**src/rtl/gpio_input_conditioner.sv**
```systemverilog
// rtl/gpio_input_conditioner.sv - synchroniser, time-based debounce and edge pulses for board inputs
// Each bit is accepted only after holding a new level for STABLE_TICKS consecutive prescaler ticks.
module gpio_input_conditioner #(
  parameter int unsigned      WIDTH        = 32,
  parameter int unsigned      SYNC_STAGES  = 2,
  parameter int unsigned      TICK_DIV     = 50000,
  parameter int unsigned      STABLE_TICKS = 10,
  parameter logic [WIDTH-1:0] RESET_LEVEL  = '0
) (
  input  logic             clk,
  input  logic             reset_n,
  input  logic [WIDTH-1:0] raw_i,
  input  logic [WIDTH-1:0] bypass_i,
  output logic [WIDTH-1:0] clean_o,
  output logic [WIDTH-1:0] rise_o,
  output logic [WIDTH-1:0] fall_o,
  output logic             changed_o,
  output logic             tick_o
);

  localparam int unsigned   PW      = (TICK_DIV > 1) ? $clog2(TICK_DIV) : 1;
  localparam int unsigned   CW      = $clog2(STABLE_TICKS + 1);
  localparam logic [PW-1:0] PRE_MAX = PW'(TICK_DIV - 1);
  localparam logic [CW-1:0] CNT_MAX = CW'(STABLE_TICKS - 1);

  logic [SYNC_STAGES-1:0][WIDTH-1:0] sync_q, sync_d;
  logic [WIDTH-1:0]                  sync;

  logic [PW-1:0] pre_q, pre_d;
  logic          tick_q, tick_d;

  logic [WIDTH-1:0][CW-1:0] cnt_q, cnt_d;
  logic [WIDTH-1:0]         clean_q, clean_d;
  logic [WIDTH-1:0]         rise_q, rise_d;
  logic [WIDTH-1:0]         fall_q, fall_d;
  logic                     changed_q, changed_d;

  // Pure shift chain: stage 0 samples the pins, nothing sits between stages.
  always_comb begin
    sync_d = {sync_q[SYNC_STAGES-2:0], raw_i};
  end

  assign sync = sync_q[SYNC_STAGES-1];

  // tick_q is high in the cycle after the counter sat at its top value,
  // giving the first tick exactly TICK_DIV cycles after reset release.
  always_comb begin
    tick_d = (pre_q == PRE_MAX);
    pre_d  = tick_d ? '0 : pre_q + 1'b1;
  end

  always_comb begin
    clean_d = clean_q;
    for (int i = 0; i < WIDTH; i++) begin
      cnt_d[i] = '0;
      if (bypass_i[i]) begin
        clean_d[i] = sync[i];
      end else if (sync[i] != clean_q[i]) begin
        if (!tick_q) begin
          cnt_d[i] = cnt_q[i];
        end else if (cnt_q[i] == CNT_MAX) begin
          clean_d[i] = sync[i];
        end else begin
          cnt_d[i] = cnt_q[i] + 1'b1;
        end
      end
    end
    rise_d    = clean_d & ~clean_q;
    fall_d    = ~clean_d & clean_q;
    changed_d = |(rise_d | fall_d);
  end

  always_ff @(posedge clk or negedge reset_n) begin
    if (!reset_n) begin
      sync_q    <= '0;
      pre_q     <= '0;
      tick_q    <= 1'b0;
      cnt_q     <= '0;
      clean_q   <= RESET_LEVEL;
      rise_q    <= '0;
      fall_q    <= '0;
      changed_q <= 1'b0;
    end else begin
      sync_q    <= sync_d;
      pre_q     <= pre_d;
      tick_q    <= tick_d;
      cnt_q     <= cnt_d;
      clean_q   <= clean_d;
      rise_q    <= rise_d;
      fall_q    <= fall_d;
      changed_q <= changed_d;
    end
  end

  assign clean_o   = clean_q;
  assign rise_o    = rise_q;
  assign fall_o    = fall_q;
  assign changed_o = changed_q;
  assign tick_o    = tick_q;

endmodule

```
**config.mk**
```make
export PLATFORM = sky130hd
export DESIGN_NAME = gpio_input_conditioner
export DESIGN_NICKNAME = d
export VERILOG_FILES = /design/src/rtl/gpio_input_conditioner.sv
export SDC_FILE = /design/constraint.sdc
export NUM_CORES = 1
export LEC_CHECK = 0
export BUFFER_PORTS_ARGS = -buffer_cell sky130_fd_sc_hd__buf_4
export CORE_MARGIN = 2
export CORE_UTILIZATION = 50
export DETAILED_ROUTE_END_ITERATION = 8
export PLACE_DENSITY = 0.73
export REMOVE_ABC_BUFFERS = 1
export SETUP_SLACK_MARGIN = 0.4
export SYNTH_ARGS = -nofsm -noshare
export SYNTH_HDL_FRONTEND = slang
export SYNTH_SLANG_ARGS = --single-unit
```
**constraint.sdc**
```tcl
create_clock -name clk -period 2.8 [get_ports clk]
set_clock_uncertainty 0.1 [all_clocks]
set_input_delay 0.28 -clock clk [delete_from_list [all_inputs] [get_ports clk]]
set_output_delay 0.28 -clock clk [all_outputs]
set_load 0.005 [all_outputs]
```
# Word-level counts from Yosys, hierarchy flattened
# Index checks and enable logic that the tools add are counted.
# totals
register_bits,306
latchBits,0
ramBits,0
rom_bits,0
inputBits,66
elab_cells,433
mem_count,0
# classes
add_sub_neg,33
mul,0
div_mod_pow,0
n_lt_le_gt_ge,0
n_eq_ne,97
shifts,0
n_mux,257
bitwise,5
n_reduce_logical,1
# ops
operator,count
2-to-1 mux 4 bit,128
"adder 4 x 1 -> 4 bit, second input constant",32
"equality test 4 bit, second input constant",32
2-to-1 mux 1 bit,128
"!= test 3 bit, second input constant",32
AND 32 bit,2
NOT 32 bit,2
!= test 1 bit,32
OR 32 bit,1
OR reduction 32 bit,1
"adder 16 x 1 -> 16 bit, second input constant",1
"equality test 16 bit, second input constant",1
2-to-1 mux 16 bit,1

# Logic depth before layout (Yosys ltp)
# depth
ltp_word,9
mapped_depth,10

# Worst setup path after synthesis
# No wires, ideal clock.
# synth_path
path_type,register to register
startpoint,"register tick_q, in the netlist tick_o"
endpoint,"register changed_q, in the netlist changed_o"
setup_time_ns,0.129
arrival_ns,2.056
required_ns,2.571
setup_slack_ns,0.515
path_stages_with_launch,9
n_path_buf,2
synth_period_minus_slack_ns,2.285
cell_sequence,dfrtp_1 clkbuf_1 clkbuf_1 a21oi_1 mux2_2 ha_1 nand4_1 nor4_1 nand2_1
# synth_via
elab_chain_len,7
# synth_rtl
item,line,text
"start, declared",30,"logic tick_q, tick_d;"
"start signal, assigned",86,tick_q <= tick_d;
2-to-1 mux 1 bit (*),59,if (!tick_q) begin
2-to-1 mux 1 bit (*),58,end else if (sync[i] != clean_q[i]) begin
2-to-1 mux 1 bit (*),56,if (bypass_i[i]) begin
net clean_d[26],33,"logic [WIDTH-1:0] clean_q, clean_d;"
NOT 32 bit,69,fall_d = ~clean_d & clean_q;
AND 32 bit,69,
OR 32 bit (*),70,changed_d = |(rise_d | fall_d);
OR reduction 32 bit (*),70,
net changed_d,36,"logic changed_q, changed_d;"
"end signal, assigned",91,changed_q <= changed_d;
"end, declared",36,
# Mark *: on every way through the listed nets, which the timed path passes. The rest lies on a longest branch.
# A chain may end at the register's enable or synchronous reset.

# Worst setup path after layout
# layout_path
startpoint,register cnt_q[52] (netlist bit)
endpoint,"register changed_q, in the netlist changed_o"
# layout_via
elab_chain_len,9
# layout_rtl
item,line,text
"start, declared",32,"logic [WIDTH-1:0][CW-1:0] cnt_q, cnt_d;"
"start signal, assigned",87,cnt_q <= cnt_d;
equality test 4 bit (*),61,end else if (cnt_q[i] == CNT_MAX) begin
2-to-1 mux 1 bit (*),61,
2-to-1 mux 1 bit (*),59,
2-to-1 mux 1 bit (*),58,
2-to-1 mux 1 bit (*),56,
net clean_d[13],33,
NOT 32 bit,69,
AND 32 bit,69,
OR 32 bit (*),70,
OR reduction 32 bit (*),70,
net changed_d,36,
# Marks and branches as above.

==> flow_metrics.py <==
metrics = {
    "run_status": {
        "run_status": "finished, final reports clean",
    },
    "worst_setup_path": {
        "timing.reg2reg.worst_path_depth": 8,
        "slowest_stage": "dfrtp_1",
        "timing.critical_path.to_type": "register",
        "timing.critical_path.slowest_cell_delay_ps": 390,
        "crit_cells": 8,
        "critPathMostFrequentCell": "ha_1",
        "critical_path_cell_by_cell": "ha_1 -> and3b_2 -> a21oi_2 -> mux2_4 -> ha_1 -> nand4_1 -> nor4_2 -> nand2_1",
        "path_delay_family": "simple AND/OR/NAND/NOR gates",
        "timing_worst_setup_path_type": "reg2reg",
        "worst_setup_path_start_kind": "register",
        "crit_arrival_ps": 2740,
        "cp_num_buf_inv": 0,
        "cp_data_required_time_ps": 3090,
        "path_max_fanout": 3,
    },
    "routing": {
        "routed_wirelength_um": 29500,
        "average_via_count_per_standard_cell": 5.12,
        "drt_iter0_markers": 427,
        "drc_errors": 0,
        "routed-via-count": 10300,
        "drt.antenna.violating_nets": 0,
        "detail_route.first_pass.iterations": 5,
        "routedWlPerCell_um": 14.6,
    },
    "logic_synthesis": {
        "ys_top_cells_by_area": "dfrtp_1 (55%), ha_1 (12%), a21oi_1 (4.3%)",
        "yosys_warn_count": 0,
        "synth-async-reset-ratio": 1.00,
        "post_synth_instance_area_um2": 13900,
        "synth_enable_flop_cells": 0,
        "syn_inst": 1292,
        "simple_logic_cell_fraction_of_the_synthesized_area": 0.157,
        "synth.ff_latch_count": 306,
        "fraction_of_the_yosys_area_taken_by_sequential_cells": 0.549,
        "synth_top_cell_area_share": 0.549,
        "main_combinational_cell_family_by_area_after_synthesis": "simple AND/OR/NAND/NOR gates",
        "yosys.area_share.xor_xnor": 0.0339,
        "netlist.top_cell.by_area": "dfrtp_1",
        "synth_top_flop_cell": "dfrtp_1",
        "synth-adder-area-share": 0.116,
        "post_synth_num_cell_types": 38,
        "synth-compound-area-share": 0.0823,
        "synth.avg_cell_area_um2": 10.8,
        "synthMuxAreaShare": 0.0294,
    },
    "place": {
        "pre_cts_ws_ps": 53.8,
        "numPortBuffers": 163,
        "gp_routability_congestion": 0.822,
        "dp_hpwl_um": 18700,
    },
    "clock_network": {
        "clk_pin_slew_ps": 60,
        "cts_root_buf": "clkbuf_16",
        "clk-insertion-delay-late_ps": 510,
        "cts_max_level": 2,
        "clk_path_buf_depth": 3,
        "tritoncts_buffer_count": 35,
        "cts_tree": "built",
        "numClockSinks": 306,
    },
    "floorplan": {
        "die-area_um2": 29200,
        "chipHeight_um": 171,
        "design.portCount": 164,
        "starting_density_of_the_core": 0.505,
        "die-width_um": 171,
        "core_um2": 27600,
        "row_count": 61,
    },
    "finish": {
        "most-common-layout-cells": "dfrtp_1 (305), buf_4 (263), ha_1 (116), nand2_1 (111), nor3_1 (103)",
        "layout.cells.most_common": "dfrtp_1",
        "n_fill_cell": 2070,
        "fin_util": 0.662,
        "layout-drive-gt1-share": 0.255,
        "insertedDiodeCount": 0,
        "syn2layout_area_growth_pct": 31.2,
        "layout.nets": 1808,
    },
    "min_path": {
        "hold_class": "in2reg",
        "hold-path-cell-count": 3,
    },
    "timing": {
        "finalHoldViolCount": 0,
        "report.final.setup_viol": 0,
        "timing.final.max_slew_violations": 0,
        "slew_at_the_pin_closest_to_its_max_slew_limit_ps": 647,
        "layout_worst_path_cycle_share": 0.874,
        "timing.max_slew.rel_slack": 0.569,
        "timing.final.ws_setup_ps": 352,
        "period_needed_ps": 2450,
        "max_freq_ghz": 0.408,
        "setup_repair_after_global_routing_missed_its_margin": "yes",
    },
    "grt": {
        "antenna_violations_before_repair": 0,
        "vias_in_the_first_global_route": 10300,
        "pin_count_of_the_biggest_net_entering_global_routing": 78,
        "grtUsageTotal": 0.206,
        "grt_pass1_wl_um": 49000,
        "grt_overflow": 0,
    },
    "job": {
        "max-cap-violations": 0,
    },
    "power": {
        "cellLeakagePower_nw": 8.87,
        "power_density_nw_per_um2": 551,
        "ir_worst_vdd_uv": 407,
    },
}
sequential cells by signal, indices dropped and copies added, names as in the netlist:
signal	flops
tick_o	1
rise_o	32
pre_q	16
sync	32
clean_o	32
fall_o	32
changed_o	1
cnt_q	128
sync_d	32
Yosys cell counts, types with 2 or more instances:
cell type and count:
xnor2_1 15, clkbuf_1 21, inv_1 93, xor2_1 39, dfrtp_1 306, ha_1 129
nor3b_1 10, mux2i_1 5, o21ai_0 69, or4_1 10, a211oi_1 2, nor2_1 82
and3b_1 28, buf_2 6, o31ai_1 5, a211o_1 5, nor4_1 4, nand3_1 16
a21o_1 6, or3_1 2, and2_1 22, mux2_2 32, o21bai_1 5, nor3_1 103
nand2b_1 22, nand2_1 111, nand4_1 13, a21oi_1 121
logic make-up after synthesis:
logic type	count (synthesis)
and+or+nand+nor	430
DFF	306
AOI/OAI and AO/OA	215
adders and majority gates	129
buffers and inverters	121
xor gates and xnor gates	54
muxes	37
area by class of cell:
type / instances / area, um^2 / share of cell area
Clock buffer: 56 / 1080 / 0.0588
Sequential cell: 306 / 7660 / 0.419
Multi-Input combinational cell: 865 / 6120 / 0.335
Clock inverter: 7 / 52.6 / 0.00287
Tap cell: 378 / 473 / 0.0259
Timing Repair Buffer: 312 / 2550 / 0.140
Inverter: 93 / 352 / 0.0192
per-stage QoR:
stage	total power [W]	area (um^2)	setup TNS [ps]	cells	hold slack [ps]
floorplan	0.00511	13800	-146950	1264	-116
global placement	0.00563	15700	0	1820	225
detailed placement	0.00564	15700	0	1820	235
CTS	0.0102	17900	0	1985	1.57
global route	0.0105	18300	0	2017	13.2
finish	0.0101	18300	0	2017	19.4
worst min-delay path: cells and delay by family:
| family | cells | cell delay (ps) |
|---|---|---|
| buffers and inverters | 1 | 80 |
| AND/OR/NAND/NOR | 1 | 180 |
| AO/OA/AOI/OAI | 1 | 60 |
timing repair:
action                     in CTS  in global routing
resized for setup              33                 46
hold endpoints to repair      113                  0
pin swaps                      21                 26
setup endpoints to repair       1                  1
gates cloned                    1                  0
buffers inserted               61                 32
hold buffers                   40                  0
where the power goes:
part | switching (W) | total (W) | internal, W | leakage, nW
Clock | 0.00176 | 0.00440 | 0.00264 | 0.555
Combinational | 0.000442 | 0.000936 | 0.000494 | 4.35
Sequential | 0.000134 | 0.00474 | 0.00461 | 3.96
Total | 0.00233 | 0.0101 | 0.00774 | 8.87
worst paths after layout:
kind / startpoint / end / slack [ps]
setup / recovery: cnt_q[52] / changed_o / 350
hold / removal: bypass_i[15] / cnt_q[63] / 20
setup reg to reg: cnt_q[52] / changed_o / 350
hold reg to reg: sync_d[54] / sync[22] / 240
max in group asynchronous: reset_n / fall_o[11] / 1530
min in group asynchronous: reset_n / cnt_q[83] / 260
routing by layer:
layer,share of wire,GRT usage,vias to the layer above
li1,-,-,5043
met1,0.43,0.261,5018
met2,0.49,0.353,221
met3,0.050,0.0405,55
met4,0.024,0.0678,0
met5,0,0,-
Power figures use the tool's default switching activity.
